[src/rtl/fetch_pkg.sv]
// Shared types and constants for the instruction-fetch sequencer.
package fetch_pkg;

    typedef enum logic [2:0] {
        S_IDLE = 3'd0,
        S_REQ  = 3'd1,
        S_WAIT = 3'd2,
        S_HOLD = 3'd3,
        S_DROP = 3'd4
    } fetch_state_e;

    localparam int          INST_BYTES       = 4;
    localparam logic [63:0] RESET_PC_DEFAULT = 64'h0;

endpackage

[src/rtl/fetch_redirect_mux.sv]
// Priority select of the fetch redirect: trap/CSR over EXE mispredict over ID jump.
module fetch_redirect_mux #(
    parameter int ADDR_W = 64
) (
    input  logic              trap_valid,
    input  logic [ADDR_W-1:0] trap_pc,
    input  logic              exe_redirect,
    input  logic [ADDR_W-1:0] exe_pc,
    input  logic              id_redirect,
    input  logic [ADDR_W-1:0] id_pc,
    output logic              redir,
    output logic [ADDR_W-1:0] target
);

    always_comb begin
        redir  = trap_valid | exe_redirect | id_redirect;
        target = id_pc;
        if (trap_valid) begin
            target = trap_pc;
        end else if (exe_redirect) begin
            target = exe_pc;
        end
    end

endmodule

[src/rtl/if_fetch_ctrl.sv]
// Instruction-fetch sequencer: owns the fetch PC, one outstanding imem request, stale-drop and ID-stall buffer.
// Define FETCH_PERF_CNT_EN to add saturating perf counters and their output ports.
module if_fetch_ctrl
    import fetch_pkg::*;
#(
    parameter int                ADDR_W   = 64,
    parameter int                INST_W   = 32,
    parameter logic [ADDR_W-1:0] RESET_PC = RESET_PC_DEFAULT[ADDR_W-1:0]
) (
    input  logic              clk,
    input  logic              rst_n,
    input  logic              trap_valid,
    input  logic [ADDR_W-1:0] trap_pc,
    input  logic              exe_redirect,
    input  logic [ADDR_W-1:0] exe_pc,
    input  logic              id_redirect,
    input  logic [ADDR_W-1:0] id_pc,
    output logic              imem_req_valid,
    input  logic              imem_req_ready,
    output logic [ADDR_W-1:0] imem_req_addr,
    input  logic              imem_rsp_valid,
    input  logic [INST_W-1:0] imem_rsp_data,
    output logic              if_valid,
    input  logic              if_ready,
    output logic [INST_W-1:0] if_inst,
    output logic [ADDR_W-1:0] if_pc
`ifdef FETCH_PERF_CNT_EN
    ,
    output logic [63:0]       perf_redirects,
    output logic [63:0]       perf_drops,
    output logic [63:0]       perf_stall_cycles
`endif
);

    fetch_state_e      state;
    logic [ADDR_W-1:0] pc_q;
    logic [ADDR_W-1:0] pc_inc;
    logic [INST_W-1:0] buf_inst;
    logic              redir;
    logic [ADDR_W-1:0] target;

    fetch_redirect_mux #(.ADDR_W(ADDR_W)) u_redirect_mux (
        .trap_valid   (trap_valid),
        .trap_pc      (trap_pc),
        .exe_redirect (exe_redirect),
        .exe_pc       (exe_pc),
        .id_redirect  (id_redirect),
        .id_pc        (id_pc),
        .redir        (redir),
        .target       (target)
    );

    assign pc_inc = pc_q + ADDR_W'(INST_BYTES);

    // Outputs are decoded from state so a response can be handed to ID in its arrival cycle.
    always_comb begin
        imem_req_valid = 1'b0;
        imem_req_addr  = '0;
        if_valid       = 1'b0;
        if_inst        = '0;
        if_pc          = '0;
        case (state)
            S_REQ: begin
                imem_req_valid = ~redir;
                imem_req_addr  = pc_q;
            end
            S_WAIT: begin
                if (imem_rsp_valid && !redir) begin
                    if_valid = 1'b1;
                    if_inst  = imem_rsp_data;
                    if_pc    = pc_q;
                end
            end
            S_HOLD: begin
                if (!redir) begin
                    if_valid = 1'b1;
                    if_inst  = buf_inst;
                    if_pc    = pc_q;
                end
            end
            default: ;
        endcase
    end

    always_ff @(posedge clk or negedge rst_n) begin
        if (!rst_n) begin
            state <= S_IDLE;
            pc_q  <= RESET_PC;
        end else begin
            if (redir) begin
                pc_q <= target;
            end else if (if_valid && if_ready) begin
                pc_q <= pc_inc;
            end
            case (state)
                S_IDLE: state <= S_REQ;
                S_REQ: begin
                    if (!redir && imem_req_ready) state <= S_WAIT;
                end
                S_WAIT: begin
                    if (imem_rsp_valid) begin
                        state <= (redir || if_ready) ? S_REQ : S_HOLD;
                    end else if (redir) begin
                        state <= S_DROP;
                    end
                end
                S_HOLD: begin
                    if (redir || if_ready) state <= S_REQ;
                end
                S_DROP: begin
                    if (imem_rsp_valid) state <= S_REQ;
                end
                default: state <= S_IDLE;
            endcase
        end
    end

    // Data-only register: its contents matter only while state is S_HOLD.
    always_ff @(posedge clk) begin
        if (state == S_WAIT && imem_rsp_valid && !redir && !if_ready) begin
            buf_inst <= imem_rsp_data;
        end
    end

`ifdef FETCH_PERF_CNT_EN
    function automatic logic [63:0] sat_inc(input logic [63:0] v);
        return (&v) ? v : v + 64'd1;
    endfunction

    always_ff @(posedge clk or negedge rst_n) begin
        if (!rst_n) begin
            perf_redirects    <= '0;
            perf_drops        <= '0;
            perf_stall_cycles <= '0;
        end else begin
            if (redir) perf_redirects <= sat_inc(perf_redirects);
            if (imem_rsp_valid && ((state == S_WAIT && redir) || state == S_DROP)) begin
                perf_drops <= sat_inc(perf_drops);
            end
            if (state == S_HOLD && !if_ready) perf_stall_cycles <= sat_inc(perf_stall_cycles);
        end
    end
`endif

endmodule

[config.mk]
export PLATFORM = sky130hd
export DESIGN_NAME = if_fetch_ctrl
export DESIGN_NICKNAME = d
export VERILOG_FILES = /design/src/rtl/fetch_pkg.sv /design/src/rtl/fetch_redirect_mux.sv /design/src/rtl/if_fetch_ctrl.sv
export SDC_FILE = /design/constraint.sdc
export NUM_CORES = 1
export LEC_CHECK = 0
export BUFFER_PORTS_ARGS = -buffer_cell sky130_fd_sc_hd__buf_4
export CAP_MARGIN = 40
export CORE_AREA = 2 2 153 155
export CTS_CLUSTER_DIAMETER = 40
export DETAILED_ROUTE_END_ITERATION = 7
export DIE_AREA = 0 0 155 157
export GPL_TIMING_DRIVEN = 0
export SYNTH_ARGS = -nofsm -noshare
export SYNTH_HDL_FRONTEND = slang
export SYNTH_HIERARCHICAL = 1
export SYNTH_SLANG_ARGS = --single-unit
[constraint.sdc]
create_clock -name clk -period 3.1 [get_ports clk]
set_input_delay 0.155 -clock clk [delete_from_list [all_inputs] [get_ports clk]]
set_output_delay 0.155 -clock clk [all_outputs]
set_load 0.05 [all_outputs]
==> flow_summary.json, run 1 <==
{
  "status": "finished clean",
  "ys_types": 58,
  "rows": 55,
  "fin_nets": 1622,
  "worstSkewPairLatency_ns": 0.36,
  "cpMostUsedCell": "clkbuf_1",
  "yosysTopAreaCell": "dfrtp_1",
  "setup_viol_count_final": 0,
  "netlist_area_um2": 7811,
  "grt_pass1_wl_um": 50640,
  "synthCells": 949,
  "cts_buffer_depth": 2,
  "max-cap-violations": 0,
  "grt_pass1_vias": 8817,
  "critPathArrivalTime_ns": 2.65,
  "grt_start_max_net_pins": 36,
  "synth_top_area_share": 0.2146,
  "core-area_um2": 22500,
  "hpwlAfterDp_um": 26140,
  "avgSynthCellArea_um2": 8.231,
  "slowest_stage": "clkbuf_1",
  "crit_fanout": 10,
  "h-tree-depth": 3,
  "drc_errors": 0,
  "p_sw_mw": 2.892,
  "ant_nets": 0,
  "drv_slew": 0,
  "num_vias": 9021,
  "hold-worst-slack_ns": 0.1256,
  "seqPwrFrac": 0.269,
  "cts_sinks": 99,
  "syn_nets": 1182,
  "leakage_nw": 5.377,
  "antenna_found_initial": 0,
  "clkPwrFrac": 0.198,
  "min_period_over_period": 0.9033,
  "crit_path_end_kind": "output port",
  "powerDensity_nw_per_um2": 513.5,
  "routedWlPerCell_um": 20.27,
  "cts_tree": "yes",
  "rsz0062_at_grt": "false",
  "synth.area.top_cells": "dfrtp_1 21%, edfxtp_1 12%, and2_1 10%",
  "pin_count": 394,
  "ys_seq_area_frac": 0.3377,
  "hold_path_class": "in -> reg",
  "critical_path_required_ns": 2.94,
  "die-area_um2": 24340,
  "die_x_um": 155,
  "drtPass1Iterations": 5,
  "worst-path-buf-inv": 5,
  "post-route-min-period_ns": 2.800,
  "hold_viol_final": 0,
  "port_buffers": 391,
  "area_delta_synth_final_pct": 51.39,
  "max_freq_mhz": 357.1,
  "vdd_drop_max_mv": 0.3106,
  "die_h_um": 157,
  "grt_overflow_total": 0,
  "path_clk_slew_ns": 0.07,
  "ys_async_sr_fraction": 0.6768,
  "drtIter0Drc": 686,
  "worst_pin_slew_ns": 0.8824,
  "ys.flop_type": "dfrtp_1",
  "p_sw_frac": 0.4763,
  "p_int_mw": 3.180,
  "numCtsBuffers": 9,
  "p_comb_frac": 0.533,
  "grt_use_total": 0.2714,
  "relSlewSlack": 0.4055,
  "crit_family": "buffers and inverters",
  "drive_above_1_share": 0.3221,
  "ys_warn_count": 6,
  "initial_utilization": 0.3471,
  "yosys_register_bits": 99,
  "wirelength_um": 34060,
  "path_cells": "buf_6, or3_1, inv_1, clkbuf_1, clkbuf_1, and2_1, buf_4",
  "skew_ns": 0.006493,
  "finalCoreUtilization": 0.5255,
  "avgViaCountPerCell": 5.370,
  "worstSetupPathType": "in -> out",
  "synth_edf_count": 32,
  "root_buffer": "clkbuf_16",
  "start_kind": "input pin",
  "finalWeightedCongestion": 0.9206,
  "critical_path.max_stage_delay_ns": 0.61
}
-- layout by cell type, fill, tap and decap left out, types with 7 or more instances in the layout --
master         count
a22o_1            32
a31oi_1           10
and2_1           130
and3_1            12
buf_2             10
buf_4            392
clkbuf_1          54
clkbuf_16          9
dfrtp_1           67
dlygate4sd3_1     33
edfxtp_1          32
inv_1              9
mux2_2             8
mux2i_1           67
nand2_1          139
nand3_1           44
nand4_1           35
nor2_1            19
nor2b_1            7
nor3_1            15
nor4_1            25
o21ai_0           38
o21ai_1           64
or3_1             11
or4_1             17
xnor2_1           18
xor2_1            12
-- registers in the layout, indices dropped and copies added, names as in the netlist --
signal	count
state	3
pc_q	64
buf_inst	32
-- per-layer routing --
layer | track usage | share of wire
met1 | 0.3552 | 0.43
met5 | 0 | 0
met3 | 0.04873 | 0.071
met2 | 0.4673 | 0.48
met4 | 0.06261 | 0.018
-- power by group through the flow --
stage,clock network [mW],registers [mW],logic (mW)
after global routing,1.28,1.65,3.41
final,1.20,1.63,3.24
after global placement,0,1.65,3.16
after floorplan,0,1.59,2.04
after CTS,1.23,1.63,3.24
after detailed placement,0,1.66,3.20
-- area by class of cell --
class	instances	area [µm²]
fillers	2230	10680
multi-input cells	765	4797
repair buffers	429	3332
flip-flops and latches	99	2638
plain buffers	76	356.6
well taps	285	356.6
clock buffers	9	225.2
clock inverters	7	83.83
inverters	9	33.78
diodes	1	2.502
-- cells by family after synthesis --
kind of cell               Yosys count  share of synthesized area
and+or+nand+nor                    477                     0.3324
AOI/OAI and AO/OA                  182                     0.1477
DFF                                 99                     0.3377
buffers and inverters               85                    0.04965
muxes                               75                    0.09739
xor gates and xnor gates            30                    0.03364
adders and majority gates            1                   0.001602
-- worst min-delay path: stages --
cell	delay, ns
buf_4	0.07
nand2_1	0.04
o21ai_1	0.06
nand2_1	0.05
o21ai_0	0.06
-- through the flow --
| step | cells | TNS [ns] | power [mW] | cell area [µm²] | worst slack [ns] |
|---|---|---|---|---|---|
| after detailed placement | 1630 | 0 | 4.850 | 11170 | 0.06701 |
| after global routing | 1679 | 0 | 6.343 | 11820 | 0.1087 |
| final | 1680 | 0 | 6.072 | 11830 | 0.2997 |
| after CTS | 1679 | 0 | 6.097 | 11810 | 0.05165 |
| after global placement | 1625 | -14.81 | 4.814 | 11100 | -0.4195 |
| after floorplan | 949 | 0 | 3.631 | 7811 | 0.2690 |
-- synth_stat cells, drive strengths merged, types with 2 or more instances --
cell type / count
xnor2: 18
nand3: 45
o311ai: 6
and4: 6
a31oi: 10
dfrtp: 67
xor2: 12
nor2: 19
mux2: 8
nor4: 27
a221oi: 2
a21oi: 3
mux2i: 67
or3: 12
nand2b: 2
nand4: 35
o21a: 4
buf: 19
o31ai: 6
edfxtp: 32
and3: 12
inv: 9
a211o: 2
and2: 131
o211ai: 5
o21ai: 102
nand2: 139
clkbuf: 57
nor3b: 2
a22o: 32
nor2b: 7
nand4b: 2
or2: 2
or4: 18
nor3: 16
a211oi: 2
-- worst paths after layout --
check	slack (ns)	startpoint	end	cells after the start
max	0.30	exe_redirect	imem_req_valid	7
min	0.13	trap_pc[13]	pc_q[13]	5
max reg2reg	0.30	pc_q[5]	pc_q[59]	6
min reg2reg	0.52	pc_q[0]	pc_q[0]	1
max in group asynchronous	2.23	rst_n	pc_q[23]	3
min in group asynchronous	0.29	rst_n	pc_q[55]	2
-- timing repair --
action,CTS,global route
endpoints found under the setup margin,10,42
gates cloned,0,0
hold buffers,33,0
buffers inserted,0,0
endpoints found under the hold margin,64,0
resized for setup,1,6
Note: power is estimated with default switching activity, not from simulation.
==> run 2, diff against run 1 <==
ABC_AREA = 1   (was not set)
CORE_AREA = 2 2 152 154   (was 2 2 153 155)
DIE_AREA = 0 0 154 156   (was 0 0 155 157)
PLACE_DENSITY = 0.71   (was not set)
==> run 2 against run 1 <==
Flip-flop and latch count did not move. Fmax fell by 0.79%. Largest power group unchanged. Clock skew rose by 0.0028 ns. Critical path type unchanged. Register-to-register slack improved by 0.40 ns. Highest routed layer unchanged. Critical endpoint is now if_pc[21].
==> flow_summary.json, run 2 <==
{
  "status": "finished clean",
  "hpwlAfterDp_um": 33610,
  "synth_edf_count": 32,
  "rsz0062_at_grt": "false",
  "p_sw_mw": 3.265,
  "critPathArrivalTime_ns": 2.67,
  "grt_start_max_net_pins": 37,
  "cts_tree": "yes",
  "avgViaCountPerCell": 5.038,
  "r2r-end": "buf_inst[23]",
  "grt_use_total": 0.3406,
  "finalWeightedCongestion": 0.9870,
  "slowest_stage": "clkbuf_1",
  "worstSkewPairLatency_ns": 0.36,
  "n_antenna_cell": 0,
  "grt_overflow_total": 0,
  "relSlewSlack": 0.4138,
  "max-cap-violations": 0,
  "setup_viol_count_final": 0,
  "grt_pass1_vias": 11430,
  "synth_top_area_share": 0.2493,
  "cpMostUsedCell": "buf_4",
  "drc_errors": 0,
  "routedWlPerCell_um": 17.53,
  "hold-worst-slack_ns": 0.09831,
  "pin_count": 394,
  "ys_seq_area_frac": 0.2848,
  "die-area_um2": 24020,
  "initial_utilization": 0.4140,
  "critical_path.max_stage_delay_ns": 0.39,
  "clkPwrFrac": 0.170,
  "yosys_register_bits": 99,
  "synth.area.mux_share": 0,
  "synthAdderAreaFrac": 0.001351,
  "p_sw_frac": 0.5131,
  "wirelength_um": 42060,
  "h-tree-depth": 3,
  "synthMostInstantiatedCell": "nand2_1",
  "synth_top_family_by_area": "simple AND/OR/NAND/NOR gates",
  "ff_latch_area_um2": 2638,
  "ys_async_sr_fraction": 0.6768,
  "worst_pin_slew_ns": 0.8772,
  "syn_nets": 1897,
  "multiInputGateArea_um2": 5181,
  "numCtsBuffers": 9,
  "highest_layer": "met4",
  "drtIter0Drc": 1016,
  "top_regs": "pc_q: 64 flops, buf_inst: 32 flops, state: 3 flops",
  "p_comb_frac": 0.569,
  "powerDensity_nw_per_um2": 479.0,
  "crit_path_end_kind": "output port",
  "hold_path_startpoint": "trap_pc[1]",
  "root_buffer": "clkbuf_16",
  "drive_above_1_share": 0.2375,
  "largest_register_ffs": 64,
  "path_cells": "buf_4, inv_1, buf_4, buf_2, nand2_1, buf_2, inv_2, nand2_1, clkbuf_1, buf_8, nor2_1, buf_4",
  "cts_buffer_depth": 2,
  "synthCells": 1664,
  "p_int_mw": 3.098,
  "area_delta_synth_final_pct": 43.45,
  "nFillCells": 2259,
  "avgSynthCellArea_um2": 5.565,
  "r2r_cells": 6,
  "synth.area.top_cells": "nand2_1 25%, dfrtp_1 18%, inv_1 12%",
  "finalCoreUtilization": 0.5940,
  "die_x_um": 154,
  "start_kind": "input pin",
  "ys_types": 33,
  "hold_viol_final": 0,
  "wl_met3_um": 3504,
  "synth_xor_area_frac": 0.009458,
  "crit_family": "buffers and inverters",
  "largest-register": "pc_q",
  "antenna_found_initial": 0,
  "route.met2.wl_um": 20260,
  "cts_sinks": 99,
  "ys.flop_type": "dfrtp_1",
  "r2r_setup_slack_ns": 0.70,
  "m1WireLength_um": 17260,
  "crit_fanout": 10,
  "layout_common_cells": "615 x nand2_1, 396 x buf_4, 285 x inv_1",
  "synth-compound-area-share": 0.07783,
  "whs_endpoint": "pc_q[1]",
  "rows": 55,
  "synthSimpleGateAreaFrac": 0.4701,
  "hold_path_class": "in -> reg",
  "final_common_cell": "nand2_1",
  "die_h_um": 156,
  "fin_nets": 2342,
  "seqPwrFrac": 0.261,
  "skew_ns": 0.009299,
  "path_clk_slew_ns": 0.08,
  "ant_nets": 0,
  "critical_path_required_ns": 2.94,
  "netlist_area_um2": 9260,
  "num_vias": 12090,
  "hold_path_depth": 5,
  "post-route-min-period_ns": 2.823,
  "drtPass1Iterations": 6,
  "min_period_over_period": 0.9106,
  "ys_warn_count": 6,
  "leakage_nw": 7.516,
  "core-area_um2": 22370,
  "reg2reg_from": "state[2]",
  "max_freq_mhz": 354.3,
  "grt_pass1_wl_um": 63080,
  "worstSetupPathType": "in -> out",
  "synth_common_cells": "615 x nand2_1, 285 x inv_1, 254 x nor2_1",
  "drv_slew": 0,
  "port_buffers": 393,
  "yosysTopAreaCell": "nand2_1",
  "worst-path-buf-inv": 9,
  "vdd_drop_max_mv": 0.3010,
  "cts_setup_buffers": 0
}
==> run 2: tightest hold or removal path, stage by stage <==
cell     delay (ns)
buf_4          0.08
nand2_1        0.04
nand2_1        0.05
nand2_1        0.04
o21ai_0        0.05
==> run 2: power groups by stage <==
stage / clock, mW / sequential (mW) / combinational (mW)
after floorplan: 0 / 1.62 / 2.30
after global placement: 0 / 1.67 / 3.49
after detailed placement: 0 / 1.68 / 3.56
after CTS: 1.07 / 1.65 / 3.60
after global routing: 1.13 / 1.68 / 3.85
final: 1.08 / 1.66 / 3.62
==> run 2: cell type report <==
| cell class | count | area share |
|---|---|---|
| buffer | 70 | 0.02694 |
| inverter | 290 | 0.08213 |
| clock buffer | 11 | 0.01752 |
| tap | 285 | 0.02684 |
| timing repair buffer | 434 | 0.2555 |
| clock inverter | 5 | 0.002449 |
| sequential | 99 | 0.1985 |
| multi-input combinational | 1205 | 0.3900 |
==> run 2: how the worst max path moves through the flow <==
stage                     from            to  slack [ns]  cells after the start
floorplan           trap_valid   buf_inst[0]        0.07                      9
global placement    trap_valid  buf_inst[15]       -1.06                     10
detailed placement  trap_valid     if_pc[33]        0.04                     11
CTS                 trap_valid     if_pc[33]        0.03                     11
global route        trap_valid     if_pc[36]        0.11                     12
finish              trap_valid     if_pc[21]        0.28                     12
==> run 2: stage by stage <==
step,cell area [µm²],setup TNS [ns],cells,setup WS (ns),total power [mW]
final,13280,0,2399,0.2773,6.363
after global routing,13280,0,2399,0.1133,6.656
after CTS,13260,0,2397,0.03247,6.324
after detailed placement,12670,0,2349,0.03633,5.237
after global placement,12570,-33.84,2342,-1.059,5.166
after floorplan,9260,0,1664,0.06887,3.924
==> run 2: layer usage <==
layer / GRT usage / vias up
li1: - / 5915
met1: 0.4299 / 5554
met2: 0.5968 / 559
met3: 0.05889 / 59
met4: 0.1019 / 0
met5: 0 / -
==> run 2: cell families after synthesis <==
family	after synthesis
adder cells (fa/ha/maj)	1
flip-flops	99
AND/OR/NAND/NOR	1059
AO/OA/AOI/OAI	135
XOR/XNOR	10
buffers and inverters	360
==> run 2: what timing repair did <==
| action | 4_1_cts | 5_1_grt |
|---|---|---|
| resized for setup | 0 | 0 |
| hold buffers | 32 | 1 |
| endpoints found under the hold margin | 62 | 1 |
==> run 3, diff against run 2 <==
HOLD_SLACK_MARGIN = 0.06   (was not set)
MAX_ROUTING_LAYER = met4   (was not set)
REMOVE_ABC_BUFFERS = 1   (was not set)
==> run 3 against run 2 <==
Clock power is 7% higher. Combinational power is 5% lower. Hold slack better by 0.011 ns. Die area stayed put. Total power is 1.6% lower. Cell count is 2.9% lower. Non-clock buffer count is 70 lower.
==> flow_summary.json, run 3 (synthesis results as in run 2) <==
{
  "status": "finished clean",
  "final_common_cell": "nand2_1",
  "layout_common_cells": "613 x nand2_1, 392 x buf_4, 284 x inv_1",
  "largest-register": "pc_q",
  "hpwlAfterDp_um": 27180,
  "grt_use_total": 0.2978,
  "wirelength_um": 35240,
  "drive_above_1_share": 0.2290,
  "leakage_nw": 7.379,
  "grt_overflow_total": 0,
  "crit_path_end_kind": "output port",
  "initial_utilization": 0.4140,
  "critPathArrivalTime_ns": 2.75,
  "critical_path_required_ns": 2.94,
  "top_regs": "pc_q: 64 flops, buf_inst: 32 flops, state: 3 flops",
  "hold_path_class": "in -> reg",
  "hold_viol_final": 0,
  "fin_nets": 2272,
  "worstSetupPathType": "in -> out",
  "crit_fanout": 81,
  "rows": 55,
  "avgViaCountPerCell": 4.898,
  "worst_pin_slew_ns": 0.8357,
  "largest_register_ffs": 64,
  "die-area_um2": 24020,
  "skew_ns": 0.008281,
  "max-cap-violations": 0,
  "path_clk_slew_ns": 0.07,
  "power.total_mw": 6.262,
  "core-area_um2": 22370,
  "r2r_cells": 5,
  "start_kind": "input pin",
  "grt_pass1_vias": 10740,
  "powerDensity_nw_per_um2": 478.8,
  "grt_start_max_net_pins": 82,
  "drtIter0Drc": 912,
  "area_delta_synth_final_pct": 41.22,
  "root_buffer": "clkbuf_16",
  "vdd_drop_max_mv": 0.3943,
  "max_freq_mhz": 344.6,
  "antenna_found_initial": 0,
  "n_antenna_cell": 0,
  "relSlewSlack": 0.4415,
  "worstSkewPairLatency_ns": 0.35,
  "timing.setup.tns_ns": 0,
  "setup_viol_count_final": 0,
  "drc_errors": 0,
  "cts_tree": "yes",
  "ant_nets": 0,
  "grt_pass1_wl_um": 55450,
  "numCtsBuffers": 9,
  "cts_sinks": 99,
  "rsz0062_at_grt": "false",
  "h-tree-depth": 3,
  "cts_setup_buffers": 0,
  "cts_buffer_depth": 2,
  "finalWeightedCongestion": 0.9691,
  "die_h_um": 156,
  "routedWlPerCell_um": 15.13,
  "hold_path_depth": 5,
  "drtPass1Iterations": 5,
  "min_period_over_period": 0.9362,
  "drv_slew": 0,
  "port_buffers": 393,
  "num_vias": 11410,
  "post-route-min-period_ns": 2.902,
  "die_x_um": 154,
  "pin_count": 394
}
## run 3: cell count changes in the layout (fill, tap and decap cells not counted), moves of 4 or more
cell / previous run / this run
clkbuf_1: 27 / 1
buf_1: 5 / 0
buf_12: 1 / 5
buf_6: 9 / 1
buf_4: 396 / 392
buf_2: 31 / 0
## run 3: final timing paths
kind	from	end	slack [ns]
setup / recovery	trap_valid	if_pc[25]	0.20
hold / removal	trap_pc[1]	pc_q[1]	0.11
setup reg to reg	state[2]	buf_inst[23]	0.88
hold reg to reg	pc_q[63]	pc_q[63]	0.53
max in group asynchronous	rst_n	pc_q[32]	2.22
min in group asynchronous	rst_n	pc_q[0]	0.29
## run 3: power by group
group	internal (mW)	switching (mW)
clock network	0.629	0.527
logic	1.02	2.42
registers	1.49	0.185
total	3.13	3.13
## run 3: final cells by class
cell class / instances / area (µm²)
Multi-Input combinational cell: 1205 / 5228
Fill cell: 2189 / 9288
Timing Repair Buffer: 434 / 3442
Tap cell: 285 / 356.6
Clock inverter: 6 / 65.06
Sequential cell: 99 / 2638
Inverter: 290 / 1120
Clock buffer: 10 / 229.0
## run 3: through the flow
step	hold slack, ns	instance area [µm²]	instances	util	worst slack, ns
2_1_floorplan	-0.1406	8902	1594	-	-2.826
3_3_place_gp	0.3374	12210	2272	0.5459	-6.691
3_5_place_dp	0.1505	12400	2280	0.5545	-1.512
4_1_cts	0.09829	13070	2329	0.5844	0.1429
5_1_grt	0.1405	13080	2329	0.5847	0.05065
6_report	0.1096	13080	2329	0.5847	0.1977
## run 3: routing by layer
metal,vias to the layer above,GRT usage,part of all wire
met5,-,-,0
met4,0,0.08634,0.022
met3,43,0.03611,0.067
met2,423,0.5059,0.48
met1,5172,0.3744,0.43
li1,5769,-,-
## run 3: critical path, stage by stage
cell     delay (ns)
buf_6          0.43
inv_12         0.15
buf_12         0.21
nand2_4        0.32
buf_12         0.26
inv_16         0.12
nand2_4        0.36
buf_12         0.25
nor2_1         0.08
buf_4          0.19
## run 3: timing repair
item | CTS | global route
endpoints found under the hold margin | 65 | 0
hold buffers | 33 | 0
gates resized for setup | 12 | 2
setup endpoints to repair | 182 | 2
